File: config.mk
export PLATFORM = sky130hd
export DESIGN_NAME = rng_test_sched_flat
export DESIGN_NICKNAME = d
export VERILOG_FILES = /design/src/rtl/rng_test_sched_if.sv /design/src/rtl/rng_test_sched.sv /design/src/flat_wrapper.sv
export SDC_FILE = /design/constraint.sdc
export NUM_CORES = 1
export LEC_CHECK = 0
export ABC_CLOCK_PERIOD_IN_PS = 3650
export CELL_PAD_IN_SITES_DETAIL_PLACEMENT = 1
export CELL_PAD_IN_SITES_GLOBAL_PLACEMENT = 1
export CORE_MARGIN = 3
export CORE_UTILIZATION = 44
export DETAILED_ROUTE_END_ITERATION = 6
export PLACE_DENSITY_LB_ADDON = 0.1
export SKIP_CTS_REPAIR_TIMING = 1
export SYNTH_ARGS = -nofsm -noshare
export SYNTH_HDL_FRONTEND = slang
export SYNTH_SLANG_ARGS = --single-unit
File: constraint.sdc
create_clock -name clk -period 3.65 [get_ports clk]
set_input_delay 0.365 -clock clk [delete_from_list [all_inputs] [get_ports clk]]
set_output_delay 0.365 -clock clk [all_outputs]
set_load 0.03 [all_outputs]
File: src/rtl/rng_test_sched_if.sv
// Bundle of the run-control, bit-source and test-core signals around the scheduler.
// The slave modport is the scheduler's view; master is everything around it.
interface rng_test_sched_if #(
    parameter int NUM_TESTS = 2
);
    logic                 start;
    logic [NUM_TESTS-1:0] test_mask;
    logic                 bit_in;
    logic                 bit_valid;
    logic                 bit_ready;
    logic [NUM_TESTS-1:0] core_start;
    logic                 core_bit;
    logic [NUM_TESTS-1:0] core_strobe;
    logic [NUM_TESTS-1:0] core_valid;
    logic [NUM_TESTS-1:0] core_is_random;
    logic                 busy;
    logic                 done;
    logic [NUM_TESTS-1:0] result;
    logic                 pass;
    logic                 timeout;

    modport master (
        output start, test_mask, bit_in, bit_valid, core_valid, core_is_random,
        input  bit_ready, core_start, core_bit, core_strobe, busy, done,
               result, pass, timeout
    );

    modport slave (
        input  start, test_mask, bit_in, bit_valid, core_valid, core_is_random,
        output bit_ready, core_start, core_bit, core_strobe, busy, done,
               result, pass, timeout
    );
endinterface

File: src/rtl/rng_test_sched.sv
// Shares one serial candidate-bit stream between several statistical test cores,
// then gathers their verdicts (with a timeout) into a per-core result and a pass flag.
module rng_test_sched #(
    parameter int NUM_TESTS = 2,
    parameter int SEQ_LEN   = 128,
    parameter int TIMEOUT   = 4096
) (
    input  logic           clk,
    input  logic           rst,
    rng_test_sched_if.slave sb
);
    localparam int CW = $clog2(SEQ_LEN + 1);
    localparam int TW = $clog2(TIMEOUT + 1);
    localparam logic [CW-1:0] LAST_BIT  = CW'(SEQ_LEN - 1);
    localparam logic [TW-1:0] LAST_WAIT = TW'(TIMEOUT - 1);

    typedef enum logic [1:0] {IDLE, FEED, WAIT, REPORT} state_t;

    state_t               state;
    state_t               state_n;
    logic [NUM_TESTS-1:0] mask_q;
    logic [NUM_TESTS-1:0] got_q;
    logic [NUM_TESTS-1:0] res_q;
    logic [NUM_TESTS-1:0] capture;
    logic [NUM_TESTS-1:0] got_n;
    logic [NUM_TESTS-1:0] res_n;
    logic [CW-1:0]        bit_cnt;
    logic [TW-1:0]        tmo_cnt;
    logic                 accept;
    logic                 last_bit;
    logic                 covered;
    logic                 expired;

    always_ff @(posedge clk) begin
        if (rst) state <= IDLE;
        else     state <= state_n;
    end

    // Verdicts that land this cycle count toward coverage, so a valid on the
    // final WAIT cycle beats the timeout.
    always_comb begin
        state_n      = state;
        accept       = 1'b0;
        capture      = '0;
        sb.bit_ready = (state == FEED);
        sb.busy      = (state != IDLE);
        sb.done      = (state == REPORT);
        if (state == FEED || state == WAIT)
            capture = sb.core_valid & mask_q & ~got_q;
        got_n    = got_q | capture;
        res_n    = (res_q & ~capture) | (capture & sb.core_is_random);
        covered  = (got_n == mask_q);
        expired  = (tmo_cnt == LAST_WAIT);
        last_bit = (bit_cnt == LAST_BIT);
        case (state)
            IDLE: begin
                if (sb.start)
                    state_n = (sb.test_mask != '0) ? FEED : REPORT;
            end
            FEED: begin
                accept = sb.bit_valid;
                if (accept && last_bit) state_n = WAIT;
            end
            WAIT: begin
                if (covered || expired) state_n = REPORT;
            end
            REPORT:  state_n = IDLE;
            default: state_n = IDLE;
        endcase
    end

    always_ff @(posedge clk) begin
        if (rst) begin
            mask_q         <= '0;
            got_q          <= '0;
            res_q          <= '0;
            bit_cnt        <= '0;
            tmo_cnt        <= '0;
            sb.core_start  <= '0;
            sb.core_bit    <= 1'b0;
            sb.core_strobe <= '0;
            sb.result      <= '0;
            sb.pass        <= 1'b0;
            sb.timeout     <= 1'b0;
        end else begin
            sb.core_start  <= '0;
            sb.core_strobe <= '0;
            case (state)
                IDLE: begin
                    // An empty mask also lands here and reports all-zero results.
                    if (sb.start) begin
                        mask_q        <= sb.test_mask;
                        got_q         <= '0;
                        res_q         <= '0;
                        bit_cnt       <= '0;
                        tmo_cnt       <= '0;
                        sb.core_start <= sb.test_mask;
                        sb.result     <= '0;
                        sb.pass       <= 1'b0;
                        sb.timeout    <= 1'b0;
                    end
                end
                FEED: begin
                    got_q <= got_n;
                    res_q <= res_n;
                    if (accept) begin
                        sb.core_bit    <= sb.bit_in;
                        sb.core_strobe <= mask_q;
                        bit_cnt        <= bit_cnt + CW'(1);
                    end
                end
                WAIT: begin
                    got_q   <= got_n;
                    res_q   <= res_n;
                    tmo_cnt <= tmo_cnt + TW'(1);
                    if (covered || expired) begin
                        sb.result  <= res_n & got_n & mask_q;
                        sb.pass    <= covered && ((res_n & mask_q) == mask_q) && (mask_q != '0);
                        sb.timeout <= !covered;
                    end
                end
                default: ;
            endcase
        end
    end
endmodule

File: src/flat_wrapper.sv
// flat-port wrapper written by rule: the top's interface ports become plain ports
module rng_test_sched_flat 
#(
    parameter int NUM_TESTS = 2,
    parameter int SEQ_LEN   = 128,
    parameter int TIMEOUT   = 4096
)
  (clk, rst, sb_start, sb_test_mask, sb_bit_in, sb_bit_valid, sb_core_valid, sb_core_is_random, sb_bit_ready, sb_core_start, sb_core_bit, sb_core_strobe, sb_busy, sb_done, sb_result, sb_pass, sb_timeout);
  rng_test_sched_if #(.NUM_TESTS(NUM_TESTS)) sb_i ();
  input  logic clk;
  input  logic rst;
  input wire logic [$bits(sb_i.start)-1:0] sb_start;
  input wire logic [$bits(sb_i.test_mask)-1:0] sb_test_mask;
  input wire logic [$bits(sb_i.bit_in)-1:0] sb_bit_in;
  input wire logic [$bits(sb_i.bit_valid)-1:0] sb_bit_valid;
  input wire logic [$bits(sb_i.core_valid)-1:0] sb_core_valid;
  input wire logic [$bits(sb_i.core_is_random)-1:0] sb_core_is_random;
  output wire logic [$bits(sb_i.bit_ready)-1:0] sb_bit_ready;
  output wire logic [$bits(sb_i.core_start)-1:0] sb_core_start;
  output wire logic [$bits(sb_i.core_bit)-1:0] sb_core_bit;
  output wire logic [$bits(sb_i.core_strobe)-1:0] sb_core_strobe;
  output wire logic [$bits(sb_i.busy)-1:0] sb_busy;
  output wire logic [$bits(sb_i.done)-1:0] sb_done;
  output wire logic [$bits(sb_i.result)-1:0] sb_result;
  output wire logic [$bits(sb_i.pass)-1:0] sb_pass;
  output wire logic [$bits(sb_i.timeout)-1:0] sb_timeout;
  assign sb_i.start = sb_start;
  assign sb_i.test_mask = sb_test_mask;
  assign sb_i.bit_in = sb_bit_in;
  assign sb_i.bit_valid = sb_bit_valid;
  assign sb_i.core_valid = sb_core_valid;
  assign sb_i.core_is_random = sb_core_is_random;
  assign sb_bit_ready = sb_i.bit_ready;
  assign sb_core_start = sb_i.core_start;
  assign sb_core_bit = sb_i.core_bit;
  assign sb_core_strobe = sb_i.core_strobe;
  assign sb_busy = sb_i.busy;
  assign sb_done = sb_i.done;
  assign sb_result = sb_i.result;
  assign sb_pass = sb_i.pass;
  assign sb_timeout = sb_i.timeout;
  rng_test_sched #(.NUM_TESTS(NUM_TESTS), .SEQ_LEN(SEQ_LEN), .TIMEOUT(TIMEOUT)) u_core (.clk(clk), .rst(rst), .sb(sb_i));
endmodule
==> results.py, run 1 <==
metrics = {
    "run_status": {
        "status": "finished, final reports clean",
    },
    "critical_path": {
        "required_ns": 3.28,
        "startpoint_type": "flip-flop",
        "cp_slowest_stage_delay_ns": 0.68,
        "reg2reg_depth": 7,
        "crit_path_end": "sb_busy",
        "cp.arrival_ns": 1.93,
        "path_max_fanout": 10,
        "r2r_setup_slack_ns": 1.36,
        "crit_slowest_cell": "clkdlybuf4s50_1",
        "r2r-start": "u_core.state[0]",
        "criticalPathCategory": "flip-flop to primary output",
        "crit_start": "u_core.state[0]",
        "worstReg2RegEnd": "u_core.state[1]",
        "cp_common_cell": "inv_1",
        "cp-end-kind": "primary output",
        "worstPathCellList": "inv_1 > ha_1 > inv_1 > clkdlybuf4s50_1",
    },
    "die": {
        "die_area_um2": 4940,
        "io_pins": 23,
        "die_h_um": 70.3,
        "initial_core_util": 0.475,
        "rows": 22,
        "core_area_um2": 3830,
        "die_x_um": 70.3,
    },
    "cells_and_area": {
        "nets": 254,
        "drive_gt1_frac": 0.0672,
        "antennaDiodeCount": 0,
        "syn_to_final_growth_pct": 19.4,
        "final.fill_count": 461,
        "final_cell_count_no_fill": 286,
        "fin_util": 0.567,
    },
    "grt": {
        "antenna_found_initial": 0,
        "globalRouteOverflowTotal": 0,
        "grt_pass1_vias": 1708,
        "grt_max_degree": 22,
        "track_usage": 0.209,
        "grt_first_pass_wirelength_mm": 8.16,
    },
    "yosys": {
        "synthTopCellsByArea": "dfxtp_1, nor2_1, nand2_1",
        "ys_async_sr_fraction": 0,
        "ys_seq_elements": 38,
        "ys_warn_count": 0,
        "yosys-top-cells-count": "dfxtp_1, nor2_1, nand2_1, nand3_1, a21oi_1",
        "ys.flop_type": "dfxtp_1",
        "syn_avg_cell_area_um2": 8.53,
        "synth_top_area_cell": "dfxtp_1",
        "ys_types": 41,
        "synth-seq-area-share": 0.419,
        "synth_area_um2": 1820,
        "synth-edff-count": 0,
        "yosysMostFrequentCell": "dfxtp_1",
        "synth_top_area_frac": 0.419,
        "syn_nets": 230,
        "synth_cells": 213,
    },
    "timing": {
        "max_slew.worst_pin.slew_ns": 0.780,
        "min_period_ns": 2.30,
        "period_share": 0.629,
        "slew_headroom": 0.475,
        "fin_skew_ns": 0.0102,
        "final-setup-viol-count": 0,
        "whs_ns": 0.464,
        "fmax_mhz": 436,
        "finalSetupTns_ns": 0,
        "finalHoldViolations": 0,
        "slew_viol_final": 0,
        "rsz0062_at_grt": "false",
    },
    "route": {
        "vias": 1636,
        "drtIter0Drc": 49,
        "wl_mm": 4.82,
        "avgRoutedWirePerCell_um": 16.8,
        "viasPerCell": 5.72,
        "drt_drc_violations_left": 0,
        "ant_nets": 0,
        "firstDrtPassIters": 4,
    },
    "placement": {
        "gp_routability_congestion": 0.792,
        "numPortBuffers": 22,
        "dpl.cell_count": 278,
        "hpwl_mm": 3.57,
    },
    "power": {
        "swShare": 0.357,
        "cellLeakagePower_nw": 0.756,
        "finalPower_mw": 1.08,
        "internal_power_mw": 0.692,
        "pwr-share-comb": 0.295,
        "p_per_area_nw_per_um2": 496,
        "power.switching_mw": 0.384,
        "pwr-share-clk": 0.288,
        "peakVddDrop_uv": 308,
        "power_frac_seq": 0.417,
    },
    "clock_tree": {
        "clk_pin_slew_worst_paths_ns": 0.08,
        "root_buffer": "clkbuf_8",
        "clock-sinks": 38,
        "clk_latency_ns": 0.30,
        "cts_buffers": 5,
        "htree_levels": 2,
        "clockBufferDepth": 2,
        "cts_tree": "built",
    },
    "worst_hold_path": {
        "hp-class": "flip-flop to flip-flop",
        "whs_path_depth": 2,
        "min-delay-start": "u_core.sb.core_bit",
    },
    "run": {
        "maxCapViolations": 0,
    },
}
[cell usage in the layout (no fill, tap or decap), types with 7 or more instances in the layout]
cell,count
dfxtp_1,38
inv_1,7
nand3_1,12
xor2_1,8
nand2_1,22
clkdlybuf4s50_1,22
o21ai_0,9
nor2_1,29
a21oi_1,11
[power groups by stage]
stage | sequential (mW) | combinational (mW) | clock, mW
2_1_floorplan | 0.459 | 0.216 | 0
3_3_place_gp | 0.456 | 0.297 | 0
3_5_place_dp | 0.459 | 0.309 | 0
4_1_cts | 0.449 | 0.315 | 0.318
5_1_grt | 0.452 | 0.347 | 0.337
6_report | 0.449 | 0.317 | 0.310
[registers in the layout, summed over array words and instances, names as in the netlist]
signal and count:
u_core.tmo_cnt 13, u_core.sb.result 2, u_core.res_q 2, u_core.got_q 2
u_core.sb.core_bit 1, u_core.bit_cnt 8, u_core.sb.core_strobe 2, u_core.sb.timeout 1
u_core.sb.core_start 2, u_core.mask_q 2, u_core.state 2, u_core.sb.pass 1
[worst max-delay path: cells and delay by family (launching register included)]
| family | cells | cell delay (ns) |
|---|---|---|
| adders and majority gates | 1 | 0.33 |
| buffers and inverters | 3 | 0.92 |
| DFF | 1 | 0.38 |
[how the worst min path moves through the flow]
| stage | end | slack, ns |
|---|---|---|
| after floorplan | u_core.bit_cnt[1] | 0.45 |
| after global placement | u_core.sb.core_bit | 0.45 |
| after detailed placement | u_core.sb.core_bit | 0.45 |
| after CTS | u_core.sb.core_bit | 0.47 |
| after global routing | u_core.sb.core_bit | 0.50 |
| final | u_core.sb.core_bit | 0.46 |
[metal layers]
metal / global-route usage / wire [um] / vias up
met5: 0 / 0 / -
met4: 0.0745 / 70 / 0
met1: 0.239 / 2050 / 802
met2: 0.366 / 2520 / 27
li1: - / - / 800
met3: 0.0590 / 169 / 7
[logic make-up (layout without fill, tap and decap cells)]
group | after synthesis | after routing | synth area share
compound gates | 37 | 37 | 0.133
xor+xnor | 14 | 14 | 0.0675
fa+ha+maj | 6 | 6 | 0.0413
buf+inv | 13 | 38 | 0.0317
flops | 38 | 38 | 0.419
mux | 7 | 7 | 0.0427
simple gates | 98 | 98 | 0.265
[area by class of cell]
class | count | area [um2] | share of cell area
multi-input cells | 162 | 998 | 0.460
flip-flops and latches | 38 | 761 | 0.351
repair buffers | 23 | 228 | 0.105
clock buffers | 6 | 82.6 | 0.0381
well taps | 48 | 60.1 | 0.0277
inverters | 7 | 26.3 | 0.0121
clock inverters | 2 | 12.5 | 0.00577
[stage by stage]
| step | setup WS (ns) | area (um2) |
|---|---|---|
| after floorplan | 1.58 | 1820 |
| after global placement | 1.38 | 2070 |
| after detailed placement | 1.31 | 2070 |
| after CTS | 1.35 | 2170 |
| after global routing | 1.12 | 2170 |
| final | 1.35 | 2170 |
Power figures use the tool's default switching activity.
==> run 2, diff against run 1 <==
--- a/config.mk
+++ b/config.mk
@@ -5,11 +5,11 @@
 export SDC_FILE = /design/constraint.sdc
 export NUM_CORES = 1
 export LEC_CHECK = 0
-export ABC_CLOCK_PERIOD_IN_PS = 3650
+export ABC_CLOCK_PERIOD_IN_PS = 2400
 export CELL_PAD_IN_SITES_DETAIL_PLACEMENT = 1
 export CELL_PAD_IN_SITES_GLOBAL_PLACEMENT = 1
 export CORE_MARGIN = 3
-export CORE_UTILIZATION = 44
+export CORE_UTILIZATION = 41
 export DETAILED_ROUTE_END_ITERATION = 6
 export PLACE_DENSITY_LB_ADDON = 0.1
 export SKIP_CTS_REPAIR_TIMING = 1
==> constraint.sdc (replaced) <==
create_clock -name clk -period 2.4 [get_ports clk]
set_input_delay 0.24 -clock clk [delete_from_list [all_inputs] [get_ports clk]]
set_output_delay 0.24 -clock clk [all_outputs]
set_load 0.03 [all_outputs]
==> run 2 against run 1 <==
Combinational power is 58% higher; wire length fell by 2.0%; clock skew decreased by 0.0043 ns; global-route usage is 1.5 points lower; cell area is 2.7% higher; critical path depth rose by 2; count of clock-buffer cells in the layout unchanged; largest cell class unchanged.
==> results.py, run 2 (same netlist as run 1, synthesis figures left out) <==
metrics = {
    "run_status": {
        "status": "finished, final reports clean",
    },
    "route": {
        "vias": 1663,
        "drtIter0Drc": 88,
        "ant_nets": 0,
        "avgRoutedWirePerCell_um": 16.2,
        "wl_mm": 4.72,
        "viasPerCell": 5.70,
        "firstDrtPassIters": 4,
        "drt_drc_violations_left": 0,
    },
    "grt": {
        "grt_first_pass_wirelength_mm": 7.99,
        "antenna_found_initial": 0,
        "track_usage": 0.194,
        "grt_max_degree": 20,
        "globalRouteOverflowTotal": 0,
        "grt_pass1_vias": 1738,
    },
    "critical_path": {
        "worstPathCellList": "inv_1 > ha_1 > mux2i_2 > or4_1 > or3_1 > a21oi_1",
        "cp_slowest_stage_delay_ns": 0.59,
        "path_max_fanout": 10,
        "startpoint_type": "flip-flop",
        "required_ns": 2.62,
        "crit_slowest_cell": "or4_1",
        "cp.arrival_ns": 2.44,
        "cp-end-kind": "flip-flop",
        "criticalPathCategory": "flip-flop to flip-flop",
    },
    "clock_tree": {
        "htree_levels": 2,
        "clock-sinks": 38,
        "cts_tree": "built",
        "cts_buffers": 5,
        "clk_pin_slew_worst_paths_ns": 0.08,
        "clk_latency_ns": 0.29,
        "clockBufferDepth": 2,
        "root_buffer": "clkbuf_8",
    },
    "cells_and_area": {
        "seq_area_um2": 761,
        "top_register": "u_core.tmo_cnt",
        "largest_register_ffs": 13,
        "multi_input_area_um2": 998,
        "antennaDiodeCount": 0,
        "final.fill_count": 500,
        "drive_gt1_frac": 0.0826,
        "reg_top3": "u_core.tmo_cnt: 13 flops, u_core.bit_cnt: 8 flops",
        "finalInstanceArea_um2": 2230,
        "nets": 259,
        "mostFrequentLayoutCells": "dfxtp_1, nor2_1, nand2_1, clkdlybuf4s50_1, nand3_1",
        "syn_to_final_growth_pct": 22.5,
        "layout_commonest_cell": "dfxtp_1",
    },
    "die": {
        "die_h_um": 72.6,
        "initial_core_util": 0.438,
        "io_pins": 23,
        "die_x_um": 72.6,
        "die_area_um2": 5270,
        "rows": 23,
        "core_area_um2": 4140,
    },
    "timing": {
        "max_slew.worst_pin.slew_ns": 0.608,
        "min_period_ns": 2.22,
        "finalHoldViolations": 0,
        "setup_ws_ns": 0.185,
        "fmax_mhz": 451,
        "slew_headroom": 0.590,
        "final-setup-viol-count": 0,
        "whs_ns": 0.469,
        "rsz0062_at_grt": "false",
        "finalSetupTns_ns": 0,
        "slew_viol_final": 0,
        "period_share": 0.923,
        "fin_skew_ns": 0.00590,
    },
    "power": {
        "finalPower_mw": 1.74,
        "peakVddDrop_uv": 539,
        "internal_power_mw": 1.17,
        "power_frac_seq": 0.391,
        "power.switching_mw": 0.572,
        "pwr-share-comb": 0.288,
        "pwr-share-clk": 0.321,
        "cellLeakagePower_nw": 0.791,
        "swShare": 0.328,
        "p_per_area_nw_per_um2": 784,
    },
    "placement": {
        "numPortBuffers": 22,
        "gp_routability_congestion": 0.847,
        "hpwl_mm": 3.58,
        "pre_cts_slack_ns": 0.174,
        "postPlaceCellArea_um2": 2110,
    },
    "run": {
        "maxCapViolations": 0,
    },
    "worst_hold_path": {
        "hp-class": "flip-flop to flip-flop",
    },
}
[run 2: cell types whose count changed in the layout (fill, tap and decap cells not counted)]
cell,before,now
buf_4,1,6
bufinv_16,0,1
clkinv_2,1,0
clkinvlp_4,1,0
[run 2: critical path: cells and delay by family (launching register included)]
family | cells | cell delay [ns]
DFF | 1 | 0.37
adders and majority gates | 1 | 0.34
and+or+nand+nor | 2 | 0.97
muxes | 1 | 0.21
AOI/OAI and AO/OA | 1 | 0.16
buffers and inverters | 1 | 0.09
[run 2: area by class of cell]
class,instances,share of cell area
well taps,50,0.0281
clock buffers,6,0.0371
clock inverters,1,0.0135
flip-flops and latches,38,0.342
repair buffers,28,0.119
inverters,7,0.0118
multi-input cells,162,0.449
[run 2: final timing paths]
path                       from                 end  slack [ns]  cells after the start
max reg2reg     u_core.state[0]  u_core.tmo_cnt[10]        0.18                      6
min          u_core.sb.core_bit  u_core.sb.core_bit        0.47                      2
min reg2reg  u_core.sb.core_bit  u_core.sb.core_bit        0.47                      2
max             u_core.state[0]  u_core.tmo_cnt[10]        0.18                      6
[run 2: per-stage QoR]
stage / cells / utilization
floorplan: 213 / -
finish: 292 / 0.537
detailed placement: 285 / 0.510
global placement: 285 / 0.510
CTS: 292 / 0.537
global route: 292 / 0.537
[run 2: layer usage]
layer | GRT usage | up-vias | share of wire
met2 | 0.329 | 36 | 0.49
met1 | 0.237 | 805 | 0.45
met3 | 0.0443 | 9 | 0.036
met5 | 0 | - | 0
met4 | 0.0738 | 0 | 0.019
li1 | - | 813 | -
[run 2: power groups by stage]
stage	Sequential, mW	Combinational (mW)	Clock (mW)
finish	0.683	0.502	0.559
global route	0.686	0.551	0.591
CTS	0.682	0.501	0.566
detailed placement	0.697	0.495	0
global placement	0.693	0.478	0
floorplan	0.698	0.329	0
